==> src/rtl/tlb_op_ctrl_if.sv <==
// Request/completion handshake between the memory stage and the TLB op sequencer.
// master = pipeline side, slave = sequencer side.
interface tlb_op_ctrl_if;
    logic        op_valid;
    logic        op_ready;
    logic [2:0]  op_type;
    logic [4:0]  inv_op;
    logic [9:0]  inv_asid;
    logic [18:0] inv_vpn;
    logic        resp_valid;
    logic        resp_ready;

    modport master (
        output op_valid, op_type, inv_op, inv_asid, inv_vpn, resp_ready,
        input  op_ready, resp_valid
    );

    modport slave (
        input  op_valid, op_type, inv_op, inv_asid, inv_vpn, resp_ready,
        output op_ready, resp_valid
    );
endinterface

==> src/rtl/tlb_op_ctrl.sv <==
// Sequencer for TLBSRCH/TLBRD/TLBWR/TLBFILL/INVTLB: drain, search, single-cycle commit, respond.
// Define TLB_FILL_RR_EN to replace the fill-index LFSR with a round-robin counter.
module tlb_op_ctrl #(
    parameter int unsigned TLBNUM = 32,
    parameter int unsigned IDX_W  = 5
) (
    input  logic             clk,
    input  logic             reset,
    tlb_op_ctrl_if.slave     op_if,
    input  logic             excp_flush,
    input  logic             ertn_flush,
    input  logic             data_busy,
    output logic             busy,
    output logic             tlbsrch_en,
    input  logic             serch_tlb_finish,
    input  logic             s_found,
    input  logic [IDX_W-1:0] s_index,
    input  logic             rd_e,
    output logic             tlb_wen,
    output logic             tlb_fill_en,
    output logic [IDX_W-1:0] rand_index,
    output logic             tlbinv_en,
    output logic [4:0]       tlbinv_op,
    output logic [9:0]       tlbinv_asid,
    output logic [18:0]      tlbinv_vpn,
    output logic             srch_wb_en,
    output logic             srch_ne,
    output logic [IDX_W-1:0] srch_index,
    output logic             rd_wb_en,
    output logic             rd_entry_valid,
    output logic             resp_valid,
    output logic             resp_ready_unused_o
);

    if (TLBNUM != (32'd1 << IDX_W)) begin : g_cfg_err
        $error("TLBNUM must equal 2**IDX_W");
    end

    typedef enum logic [2:0] {StIdle, StDrain, StSrch, StSwait, StExec, StDone} state_e;

    localparam logic [2:0] OpSrch = 3'd0;
    localparam logic [2:0] OpRd   = 3'd1;
    localparam logic [2:0] OpWr   = 3'd2;
    localparam logic [2:0] OpFill = 3'd3;
    localparam logic [2:0] OpInv  = 3'd4;

`ifdef TLB_FILL_RR_EN
    localparam logic [IDX_W-1:0] IdxSeed = '0;
`else
    localparam logic [IDX_W-1:0] IdxSeed = IDX_W'(1);
`endif

    state_e           state_q, state_d;
    logic [2:0]       type_q, type_d;
    logic [4:0]       inv_op_q, inv_op_d;
    logic [9:0]       inv_asid_q, inv_asid_d;
    logic [18:0]      inv_vpn_q, inv_vpn_d;
    logic             ne_q, ne_d;
    logic [IDX_W-1:0] sidx_q, sidx_d;
    logic [IDX_W-1:0] idx_gen_q, idx_gen_d;
    logic             srch_en_q, srch_en_d;
    logic             wen_q, wen_d, fill_q, fill_d, inv_q, inv_d;
    logic             swb_q, swb_d, rwb_q, rwb_d;
    logic             resp_q, resp_d, busy_q, busy_d;
    logic             flush, accept, exec_d;

    assign flush          = excp_flush | ertn_flush;
    assign op_if.op_ready = reset & (state_q == StIdle) & ~flush;
    assign accept         = op_if.op_valid & op_if.op_ready;

    always_comb begin
        state_d    = state_q;
        type_d     = type_q;
        inv_op_d   = inv_op_q;
        inv_asid_d = inv_asid_q;
        inv_vpn_d  = inv_vpn_q;
        ne_d       = ne_q;
        sidx_d     = sidx_q;
        unique case (state_q)
            StIdle: begin
                if (accept) begin
                    state_d    = StDrain;
                    type_d     = op_if.op_type;
                    inv_op_d   = op_if.inv_op;
                    inv_asid_d = op_if.inv_asid;
                    inv_vpn_d  = op_if.inv_vpn;
                end
            end
            StDrain: begin
                if (flush) begin
                    state_d = StIdle;
                end else if (!data_busy) begin
                    if (type_q == OpSrch)     state_d = StSrch;
                    else if (type_q > OpInv)  state_d = StDone;
                    else                      state_d = StExec;
                end
            end
            StSrch:  state_d = flush ? StIdle : StSwait;
            StSwait: begin
                if (flush) begin
                    state_d = StIdle;
                end else if (serch_tlb_finish) begin
                    state_d = StExec;
                    ne_d    = ~s_found;
                    sidx_d  = s_index;
                end
            end
            // EXEC is the commit point: its strobe is already registered, a flush only drops the response
            StExec:  state_d = flush ? StIdle : StDone;
            StDone:  state_d = (flush || op_if.resp_ready) ? StIdle : StDone;
            default: state_d = StIdle;
        endcase

        exec_d    = (state_d == StExec);
        srch_en_d = (state_d == StSrch);
        swb_d     = exec_d && (type_q == OpSrch);
        rwb_d     = exec_d && (type_q == OpRd);
        wen_d     = exec_d && (type_q == OpWr);
        fill_d    = exec_d && (type_q == OpFill);
        inv_d     = exec_d && (type_q == OpInv);
        resp_d    = (state_d == StDone);
        busy_d    = (state_d != StIdle);

`ifdef TLB_FILL_RR_EN
        idx_gen_d = idx_gen_q;
        if (fill_q) begin
            idx_gen_d = (idx_gen_q == IDX_W'(TLBNUM - 1)) ? '0 : idx_gen_q + 1'b1;
        end
`else
        // Fibonacci LFSR for x^5+x^3+1; all-zero state is unreachable from the seed
        idx_gen_d = {idx_gen_q[IDX_W-2:0], idx_gen_q[IDX_W-1] ^ idx_gen_q[IDX_W-3]};
`endif
    end

    always_ff @(posedge clk) begin
        if (!reset) begin
            state_q    <= StIdle;
            type_q     <= '0;
            inv_op_q   <= '0;
            inv_asid_q <= '0;
            inv_vpn_q  <= '0;
            ne_q       <= 1'b0;
            sidx_q     <= '0;
            idx_gen_q  <= IdxSeed;
            srch_en_q  <= 1'b0;
            swb_q      <= 1'b0;
            rwb_q      <= 1'b0;
            wen_q      <= 1'b0;
            fill_q     <= 1'b0;
            inv_q      <= 1'b0;
            resp_q     <= 1'b0;
            busy_q     <= 1'b0;
        end else begin
            state_q    <= state_d;
            type_q     <= type_d;
            inv_op_q   <= inv_op_d;
            inv_asid_q <= inv_asid_d;
            inv_vpn_q  <= inv_vpn_d;
            ne_q       <= ne_d;
            sidx_q     <= sidx_d;
            idx_gen_q  <= idx_gen_d;
            srch_en_q  <= srch_en_d;
            swb_q      <= swb_d;
            rwb_q      <= rwb_d;
            wen_q      <= wen_d;
            fill_q     <= fill_d;
            inv_q      <= inv_d;
            resp_q     <= resp_d;
            busy_q     <= busy_d;
        end
    end

    assign tlbsrch_en          = srch_en_q & ~flush;
    assign srch_wb_en          = swb_q;
    assign srch_ne             = ne_q;
    assign srch_index          = sidx_q;
    assign rd_wb_en            = rwb_q;
    assign rd_entry_valid      = rd_e;
    assign tlb_wen             = wen_q;
    assign tlb_fill_en         = fill_q;
    assign rand_index          = idx_gen_q;
    assign tlbinv_en           = inv_q;
    assign tlbinv_op           = inv_op_q;
    assign tlbinv_asid         = inv_asid_q;
    assign tlbinv_vpn          = inv_vpn_q;
    assign op_if.resp_valid    = resp_q;
    assign busy                = busy_q;
    assign resp_ready_unused_o = 1'b0;

endmodule

==> src/flat_wrapper.sv <==
// flat-port wrapper written by rule: the top's interface ports become plain ports
module tlb_op_ctrl_flat 
#(
    parameter int unsigned TLBNUM = 32,
    parameter int unsigned IDX_W  = 5
)
  (clk, reset, excp_flush, ertn_flush, data_busy, busy, tlbsrch_en, serch_tlb_finish, s_found, s_index, rd_e, tlb_wen, tlb_fill_en, rand_index, tlbinv_en, tlbinv_op, tlbinv_asid, tlbinv_vpn, srch_wb_en, srch_ne, srch_index, rd_wb_en, rd_entry_valid, resp_valid, resp_ready_unused_o, op_if_op_valid, op_if_op_type, op_if_inv_op, op_if_inv_asid, op_if_inv_vpn, op_if_resp_ready, op_if_op_ready, op_if_resp_valid);
  tlb_op_ctrl_if op_if_i ();
  input  logic clk;
  input  logic reset;
  input  logic excp_flush;
  input  logic ertn_flush;
  input  logic data_busy;
  output logic busy;
  output logic tlbsrch_en;
  input  logic serch_tlb_finish;
  input  logic s_found;
  input  logic [IDX_W-1:0] s_index;
  input  logic rd_e;
  output logic tlb_wen;
  output logic tlb_fill_en;
  output logic [IDX_W-1:0] rand_index;
  output logic tlbinv_en;
  output logic [4:0] tlbinv_op;
  output logic [9:0] tlbinv_asid;
  output logic [18:0] tlbinv_vpn;
  output logic srch_wb_en;
  output logic srch_ne;
  output logic [IDX_W-1:0] srch_index;
  output logic rd_wb_en;
  output logic rd_entry_valid;
  output logic resp_valid;
  output logic resp_ready_unused_o;
  input wire logic [$bits(op_if_i.op_valid)-1:0] op_if_op_valid;
  input wire logic [$bits(op_if_i.op_type)-1:0] op_if_op_type;
  input wire logic [$bits(op_if_i.inv_op)-1:0] op_if_inv_op;
  input wire logic [$bits(op_if_i.inv_asid)-1:0] op_if_inv_asid;
  input wire logic [$bits(op_if_i.inv_vpn)-1:0] op_if_inv_vpn;
  input wire logic [$bits(op_if_i.resp_ready)-1:0] op_if_resp_ready;
  output wire logic [$bits(op_if_i.op_ready)-1:0] op_if_op_ready;
  output wire logic [$bits(op_if_i.resp_valid)-1:0] op_if_resp_valid;
  assign op_if_i.op_valid = op_if_op_valid;
  assign op_if_i.op_type = op_if_op_type;
  assign op_if_i.inv_op = op_if_inv_op;
  assign op_if_i.inv_asid = op_if_inv_asid;
  assign op_if_i.inv_vpn = op_if_inv_vpn;
  assign op_if_i.resp_ready = op_if_resp_ready;
  assign op_if_op_ready = op_if_i.op_ready;
  assign op_if_resp_valid = op_if_i.resp_valid;
  tlb_op_ctrl #(.TLBNUM(TLBNUM), .IDX_W(IDX_W)) u_core (.clk(clk), .reset(reset), .op_if(op_if_i), .excp_flush(excp_flush), .ertn_flush(ertn_flush), .data_busy(data_busy), .busy(busy), .tlbsrch_en(tlbsrch_en), .serch_tlb_finish(serch_tlb_finish), .s_found(s_found), .s_index(s_index), .rd_e(rd_e), .tlb_wen(tlb_wen), .tlb_fill_en(tlb_fill_en), .rand_index(rand_index), .tlbinv_en(tlbinv_en), .tlbinv_op(tlbinv_op), .tlbinv_asid(tlbinv_asid), .tlbinv_vpn(tlbinv_vpn), .srch_wb_en(srch_wb_en), .srch_ne(srch_ne), .srch_index(srch_index), .rd_wb_en(rd_wb_en), .rd_entry_valid(rd_entry_valid), .resp_valid(resp_valid), .resp_ready_unused_o(resp_ready_unused_o));
endmodule
==> config.mk <==
export PLATFORM = sky130hd
export DESIGN_NAME = tlb_op_ctrl_flat
export DESIGN_NICKNAME = d
export VERILOG_FILES = /design/src/rtl/tlb_op_ctrl_if.sv /design/src/rtl/tlb_op_ctrl.sv /design/src/flat_wrapper.sv
export SDC_FILE = /design/constraint.sdc
export NUM_CORES = 1
export LEC_CHECK = 0
export CAP_MARGIN = 20
export CORE_AREA = 8 8 97 99
export DETAILED_ROUTE_END_ITERATION = 7
export DIE_AREA = 0 0 105 107
export SKIP_CTS_REPAIR_TIMING = 1
export SYNTH_ARGS = -nofsm -noshare
export SYNTH_HDL_FRONTEND = slang
export SYNTH_SLANG_ARGS = --single-unit
==> constraint.sdc <==
create_clock -name clk -period 1.6 [get_ports clk]
set_input_delay 0.48 -clock clk [delete_from_list [all_inputs] [get_ports clk]]
set_output_delay 0.48 -clock clk [all_outputs]
set_load 0.1 [all_outputs]
# Word level (Yosys, flattened, before mapping)
# Index checks and enable logic that the tools add are counted.
[totals]
regBits = 59
latchBits = 0
ram_bits = 0
rom_bits = 0
input_bits = 52
out_inout_bits = 57
wordCells = 59
memories = 0
[op_classes]
n_addsub = 0
mul = 0
div_mod_pow = 0
n_lt_le_gt_ge = 1
n_eq_ne = 12
shift = 0
muxes = 11
bitwise = 8
reduce_logical = 11
[ops]
columns = ["op", "n"]
rows = [
  ["two-way mux 3 bit", 8],
  ["case mux 3 bit (6 select lines)", 1],
  ["equality test 3 x 2 -> 1 bit (second input constant)", 5],
  ["equality test 3 bit (second input constant)", 5],
  ["equality test 3 x 1 -> 1 bit (second input constant)", 2],
  ["logical NOT 3 bit", 2],
  ["logical AND 1 bit", 5],
  ["bitwise AND 1 bit", 4],
  ["> comparator 3 bit (second input constant)", 1],
  ["AND reduction 3 bit", 1],
  ["nonzero test 3 bit", 1],
  ["two-way mux 2 bit", 1],
  ["NOT 1 bit", 2],
  ["AND reduction 2 bit", 1],
  ["logical OR 1 bit", 1],
  ["two-way mux 1 bit", 1],
  ["bitwise OR 1 bit", 1],
  ["XOR 1 bit", 1],
]

# Longest topological paths before layout
[depth]
word_depth = 8
mapped_depth = 7
mapped_depth_nobuf = 4

# Worst setup path before layout
# No wires, ideal clock.
[synth_timing]
path_kind = "in2out"
startpoint = "in ertn_flush"
endpoint = "out tlbsrch_en"
arrival_time_ns = 2.692
t_required_ns = 1.120
path_slack_ns = -1.572
stages = 1
path_buffers = 0
cell_sequence = "nor3b_1"
[synth_via]
elab_chain_cells = 3
[synth_lines]
columns = ["element", "line", "rtl"]
rows = [
  ["from (decl)", "flat_wrapper.sv:12", "input logic ertn_flush;"],
  ["bitwise OR 1 bit", "tlb_op_ctrl.sv:67", "assign flush = excp_flush | ertn_flush;"],
  ["NOT 1 bit", "tlb_op_ctrl.sv:173", "assign tlbsrch_en = srch_en_q & ~flush;"],
  ["bitwise AND 1 bit", "tlb_op_ctrl.sv:173", ""],
  ["to (decl)", "flat_wrapper.sv:15", "output logic tlbsrch_en;"],
]
# Every way passes these cells.

# Worst setup path after layout
[layout_timing]
startpoint = "reg u_core.state_q[1]"
endpoint = "out op_if_op_ready"
[layout_via]
elab_chain_cells = 3
[layout_lines]
columns = ["element", "line", "rtl"]
rows = [
  ["from (decl)", "tlb_op_ctrl.sv:53", "state_e state_q, state_d;"],
  ["from (signal assigned)", "tlb_op_ctrl.sv:137", "state_q <= StIdle;"],
  ["from (signal assigned)", "tlb_op_ctrl.sv:154", "state_q <= state_d;"],
  ["logical NOT 3 bit", "tlb_op_ctrl.sv:68", "assign op_if.op_ready = reset & (state_q == StIdle) & ~flush;"],
  ["bitwise AND 1 bit (2 in series)", "tlb_op_ctrl.sv:68", ""],
  ["to (decl)", "flat_wrapper.sv:40", "output wire logic [$bits(op_if_i.op_ready)-1:0] op_if_op_ready;"],
]
# Every way passes these cells.

==> out/qor.csv <==
metric;value;unit
drt_wl_total;6678;um
grt_pass1_vias;2125;
cts_buffers;9;
clk_latency;330;ps
path_buf_inv;1;
yosysWarnings;1;
grtUsageTotal;12.11;%
top_usage_layer;met2;
cts_sinks;59;
dieArea;0.01124;mm^2
drc;0;
routed_via_density;4.351;
leakage;1.670;nW
ff2ff_path_depth;6;
setup_slack;-201.4;ps
htreeDepth;3;
fillers;698;
ios;109;
path_clk_slew;70;ps
critPathRequiredTime;1120;ps
setup_violations;12;
synth_top_family_by_area;simple AND/OR/NAND/NOR gates;
synth-simple-area-share;24.05;%
die_h;107;um
fin_crit;1801;ps
ant_nets;0;
path_max_fanout;4;
cts_max_path_buffers;2;
crit_path_end_kind;output pin;
drt-initial-drc-count;63;
initial_core_util;29.20;%
dieWidth;105;um
holdPathStages;2;
ys_seq_area_share;51.03;%
grt_max_degree;38;
period_share;112.6;%
fin_worst_skew;5.808;ps
coreArea;0.007928;mm^2
startpoint_type;flip-flop;
placed_cells;461;
muxShareOfSynthArea;2.162;%
synth_cell_types;35;
final_cells;482;
syn_inst;253;
rows;33;
synthXorXnorAreaFrac;0.3784;%
synth_area;0.002315;mm^2
route.vias.total;2097;
fin_nets;424;
n_antenna_cell;0;
grt_pass1_wl;10650;um
worstSetupPathType;flip-flop to output pin;
grt_setup_unrepaired;true;
cts_root_buf;clkbuf_8;
gr-total-overflow;0;
multi_input_area;0.001069;mm^2
use_met3;6.719;%
drive_above_1_share;29.97;%
max_freq;555.1;MHz
cp_cell_sequence;nor3_4 -> and3_4 -> buf_12;
gr-usage-met2;21.13;%
place.gp.congestion;0.7800;
slowest_delay;350;ps
drt-wirelength-per-cell;13.85;um
ir_worst_vdd;0.4406;mV
tritoncts;done;
syn_to_final_growth;92.05;%
portBuffers;104;
synth-compound-area-share;16.59;%
hold_path_class;flip-flop to flip-flop;
arrival;1320;ps
regArea;0.001185;mm^2
cp.depth;3;
drv_cap;0;
firstDrtPassIters;4;
dp_hpwl;4976;um
failed_checks;setup timing;
syn-mean-instance-area;9.149;um^2
ys_ff_latch;59;
p_per_area;847.0;mW/mm^2
placed_cell_area;0.004079;mm^2
path_delay_family;simple AND/OR/NAND/NOR gates;
design_area;0.004446;mm^2
status;finished, violations left;
pre_cts_ws;-567.1;ps
slowest_stage;dfxtp_4;
slew_viol_final;0;
antenna_found_initial;0;
synthAdderAreaFrac;0;%
globalRouteMet1Util;11.69;%
hold_violations;0;
## layout by cell type (no fill, tap or decap), types with 3 or more instances in the layout
| cell | netlist | routed |
|---|---|---|
| and2_1 | 5 | 5 |
| mux2i_1 | 5 | 5 |
| a21boi_0 | 32 | 32 |
| a21boi_1 | 5 | 5 |
| buf_12 | 0 | 55 |
| nor2_1 | 4 | 3 |
| clkdlybuf4s50_1 | 0 | 45 |
| nand2_1 | 82 | 82 |
| dfxtp_1 | 59 | 58 |
| bufinv_16 | 0 | 3 |
| nor2b_1 | 6 | 6 |
| buf_4 | 7 | 19 |
| clkbuf_8 | 0 | 10 |
| buf_6 | 1 | 6 |
## cell type report
cell class	count	share of cell area, %
Sequential cell	59	26.65
Timing Repair Buffer	129	40.64
Clock buffer	10	3.096
Multi-Input combinational cell	172	24.04
Inverter	1	0.08444
Tap cell	105	2.955
Clock inverter	6	2.533
## logic make-up after synthesis
kind of cell / count (synthesis)
AOI/OAI and AO/OA: 47
xor gates and xnor gates: 1
buffers and inverters: 23
DFF: 59
muxes: 5
other: 1
and+or+nand+nor: 117
## routing by layer
metal | wire (um) | part of all wire, % | up-vias
li1 | - | - | 1069
met1 | 2480 | 37 | 960
met2 | 3522 | 53 | 61
met3 | 595 | 8.9 | 7
met4 | 80 | 1.2 | 0
met5 | 0 | 0 | -
## cells in the mapped netlist, drive strengths merged
| master | instances | share of area (%) |
|---|---|---|
| nand2 | 82 | 13 |
| dfxtp | 59 | 51 |
| a21boi | 37 | 12 |
| buf | 16 | 4.5 |
| clkbuf | 6 | 0.97 |
| nor2b | 6 | 1.6 |
| and2 | 5 | 1.4 |
| mux2i | 5 | 2.2 |
| nor2 | 4 | 0.65 |
| nor3 | 4 | 1.1 |
| and3 | 3 | 0.81 |
| nor4 | 3 | 1.5 |
| nor4b | 3 | 1.7 |
| a22oi | 2 | 0.65 |
| nand2b | 2 | 0.54 |
| nor3b | 2 | 0.65 |
| o21ai | 2 | 0.43 |
| a21oi | 1 | 0.22 |
| a221o | 1 | 0.43 |
| a311oi | 1 | 1.1 |
| and4 | 1 | 0.38 |
| conb | 1 | 0.16 |
| inv | 1 | 0.16 |
| nand4 | 1 | 0.27 |
| o211a | 1 | 0.43 |
| o31a | 1 | 0.38 |
| o31ai | 1 | 0.92 |
| or3 | 1 | 0.27 |
| xnor2 | 1 | 0.38 |
## sequential cells by signal, summed over array words and instances, names as in the netlist
register                 cells
u_core.rand_index            5
u_core.srch_en_q             1
u_core.srch_wb_en            1
u_core.op_if.resp_valid      1
u_core.tlb_wen               1
u_core.srch_index            5
u_core.type_q                3
u_core.state_q               3
u_core.busy                  1
u_core.tlbinv_op             5
u_core.tlbinv_en             1
u_core.srch_ne               1
u_core.tlbinv_asid          10
u_core.rd_wb_en              1
u_core.tlbinv_vpn           19
u_core.tlb_fill_en           1
## worst register-to-register path, stage by stage (launching register included)
cell      delay (ps)
dfxtp_4          350
buf_4            150
buf_6            120
a221o_1          350
a311oi_4         300
buf_4            190
and3_4           170
## power breakdown
group	total (mW)	switching (mW)	internal, mW
clock	1.68	0.603	1.08
combinational	0.563	0.306	0.257
sequential	1.52	0.0264	1.49
## stage by stage
stage | utilization (%) | setup TNS [ps] | power (mW) | hold WS [ps]
final | 56.08 | -535.3 | 3.765 | 485.4
after global routing | 56.08 | -1502 | 3.924 | 506.0
after CTS | 54.61 | -6244 | 3.810 | 470.7
after detailed placement | 51.45 | -25520 | 2.109 | 482.4
after global placement | 51.45 | -24240 | 2.105 | 473.9
after floorplan | - | -193.0 | 1.854 | 436.1
## worst paths after layout
| path | from | slack [ps] | end |
|---|---|---|---|
| setup / recovery | u_core.state_q[1] | -200 | op_if_op_ready |
| hold / removal | u_core.type_q[2] | 490 | u_core.type_q[2] |
| setup reg to reg | u_core.state_q[1] | -70 | u_core.op_if.resp_valid |
| hold reg to reg | u_core.type_q[2] | 490 | u_core.type_q[2] |
No activity file was read; power rests on OpenSTA's default activity.
